<file path="src/rtl/carry_ripple_adder3.sv">
// Registered unsigned ripple-carry adder: out <= a + b, one cycle of latency.
// The sum is formed by an explicit chain of 1-bit full adders. The carry
// ripples from the LSB to the MSB, and the final carry becomes the result MSB.
module carry_ripple_adder3 #(
  parameter int WIDTH = 3
) (
  input  logic             clk,
  input  logic             rst,
  input  logic [WIDTH-1:0] a,
  input  logic [WIDTH-1:0] b,
  output logic [WIDTH:0]   out
);

  // c[i] is the carry into bit i. There is no carry-in, so c[0] is tied low.
  logic [WIDTH:0]   c;
  logic [WIDTH-1:0] s;

  assign c[0] = 1'b0;

  // One full adder per bit. Each stage uses the carry of the stage below it,
  // so the chain is a true ripple with no lookahead.
  for (genvar i = 0; i < WIDTH; i++) begin : g_fa
    logic p;
    assign p        = a[i] ^ b[i];
    assign s[i]     = p ^ c[i];
    assign c[i+1]   = (a[i] & b[i]) | (c[i] & p);
  end

  // Result register with synchronous reset. The final carry forms the MSB.
  // NOTE: sequential state uses non-blocking (<=) so every flop samples pre-edge values.
  always_ff @(posedge clk) begin
    if (rst) out <= '0;
    else     out <= {c[WIDTH], s};
  end

endmodule

</file>
<file path="config.mk">
export PLATFORM = sky130hd
export DESIGN_NAME = carry_ripple_adder3
export DESIGN_NICKNAME = d
export VERILOG_FILES = /design/src/rtl/carry_ripple_adder3.sv
export SDC_FILE = /design/constraint.sdc
export NUM_CORES = 1
export LEC_CHECK = 0
export BUFFER_PORTS_ARGS = -buffer_cell sky130_fd_sc_hd__buf_2
export CORE_AREA = 2 2 39 41
export DETAILED_ROUTE_END_ITERATION = 8
export DIE_AREA = 0 0 41 43
export GPL_TIMING_DRIVEN = 0
export PLACE_DENSITY = 0.3
export SYNTH_ARGS = -nofsm -noshare
export SYNTH_HDL_FRONTEND = slang
export SYNTH_SLANG_ARGS = --single-unit
</file>
<file path="constraint.sdc">
create_clock -name clk -period 1.9 [get_ports clk]
set_input_delay 0.38 -clock clk [delete_from_list [all_inputs] [get_ports clk]]
set_output_delay 0.38 -clock clk [all_outputs]
set_load 0.02 [all_outputs]
</file>
==> reports/qor.txt <==
Die X - 41 µm
Cell variety after synth - 6
largest net degree at the start of global routing - 5
RePlAce Congestion - 0.6330
VDD IR max - 122.9 µV
first-pass GRT wire length - 531 µm
final core utilization - 18.90%
met3 Usage GRT - 1.571%
HP Class - in -> reg
Clock Sinks - 4
relative slew slack - 93.35%
DRC - 0
Worst-path clk slew - 0.04 ns
Post-Syn Area - 163.9 µm²
Hold WS - 0.3464 ns
die area - 1763 µm²
Yosys Warn Count - 0
largest registers - out (4)
CTS tree - done
Bufs on Longest Clock Path - 2
Setup Slack @ Placement - 0.2022 ns
fmax - 694.3 MHz
H-Tree Depth - 1
Worst-Margin Slew - 0.09961 ns
fin crit period - 1.440 ns
status - completed
number of global-route vias before repair - 144
CP startpoint kind - primary input
I/O Buffers - 11
Pwr Density - 912.2 nW/µm²
leakage power - 0.1395 nW
unrepaired setup endpoints after global routing - no
Initial Utilization - 11.84%
layout overhead on the synthesized area - 59.54%
fin crit share - 75.80%
Mapped Nets - 25
area of the multi-input gates - 72.57 µm²
Seq/Total Area, Yosys - 48.85%
CP cell instances - buf_2, ha_1, fa_1, inv_1, fa_1, nor2_1
share of layout cells above drive strength 1 - 50.00%
initial antenna violation count - 0
Iter 0 DRT Violations - 1
die height - 43 µm
met1 Usage GRT - 5.212%
Storage cell area - 80.08 µm²
Crit. End Element - flip-flop
Avg Cell Area, Syn - 11.71 µm²
CP Class - in -> reg
met2 Use GR - 6.250%
setup violators final - 0
Final Slew Violations - 0
most frequent cells in the layout - buf_2, dfxtp_1, inv_1, clkbuf_4
CTS-repair resized insts - 0
# hold bufs at CTS - 0
max reg flops - 4
gr usage total - 5.444%
Final Hold Vio Count - 0
CP max stage cell - fa_1
final instance area - 261.5 µm²
crit path max fanout - 1
Filler cells - 157
# rows - 14
most common cell after layout, fill and taps aside - buf_2
routed via count - 137
data required time of the worst path - 2.07 ns
placed cell count - 41
Final TNS setup - 0 ns
placed inst area - 239.0 µm²
#FFs+latches synth - 4
antenna cells - 0
max incr delay on CP - 0.40 ns
via/cell ratio - 3.114
Cells after Synth - 14
GRT overflow - 0
Worst path most repeated cell - fa_1
nets - 41
post-layout worst setup margin - 0.4598 ns
Routed WL - 336 µm
Worst EP arrival - 1.61 ns
GR peak layer - met4
Core Box Area - 1384 µm²
Final HPWL DP - 288.3 µm
drt wl/cell - 7.636 µm
# Max-Cap Violations - 0
First-pass DRT Iterations - 2
non-filler cells in the finished layout - 44
total power - 0.2385 mW
CTS buffer count - 3
Biggest register - out
io pins - 12
antenna-violating nets left - 0
Clock Tree Root - clkbuf_4
setup repair bufs after CTS - 0
## critical path, delay by kind of cell
| kind | cells | cell delay, ns |
|---|---|---|
| adder cells (fa/ha/maj) | 3 | 0.95 |
| buffers and inverters | 2 | 0.17 |
| AND/OR/NAND/NOR | 1 | 0.11 |
## worst paths after layout
check	start	endpoint	slack, ns	cells past startpoint
worst max-delay path	a[0]	out[2]	0.46	6
worst min-delay path	rst	out[2]	0.35	2
## cell type report
cell class	instances	share of cell area, %
well taps	16	7.655
repair buffers	11	21.05
clock buffers	3	8.612
multi-input cells	7	27.75
inverters	3	4.306
flip-flops and latches	4	30.62
## cells by family (layout without fill, tap and decap cells)
group	Yosys count	count (layout)	synth area share, %
DFF	4	4	48.86
and+or+nand+nor	4	4	12.21
adders and majority gates	3	3	32.06
buffers and inverters	3	17	6.870
## Yosys cell counts
library cell / instances / area, µm²
nor2b_1: 2 / 12.51
fa_1: 2 / 40.04
nor2_1: 2 / 7.510
dfxtp_1: 4 / 80.08
ha_1: 1 / 12.51
inv_1: 3 / 11.26
## routing by layer
layer  part of all wire [%]  up-vias
met4                    5.7        0
met5                      0        -
met1                     38       53
met3                     21        2
met2                     36       14
li1                       -       68
## where the power goes
group / switching (mW) / internal (mW) / leakage (nW) / total (mW)
Combinational: 0.0235 / 0.0179 / 0.0924 / 0.0414
Clock: 0.0329 / 0.0705 / 0.0138 / 0.103
Sequential: 0.00137 / 0.0924 / 0.0333 / 0.0938
Note: power is estimated with default switching activity, not from simulation.
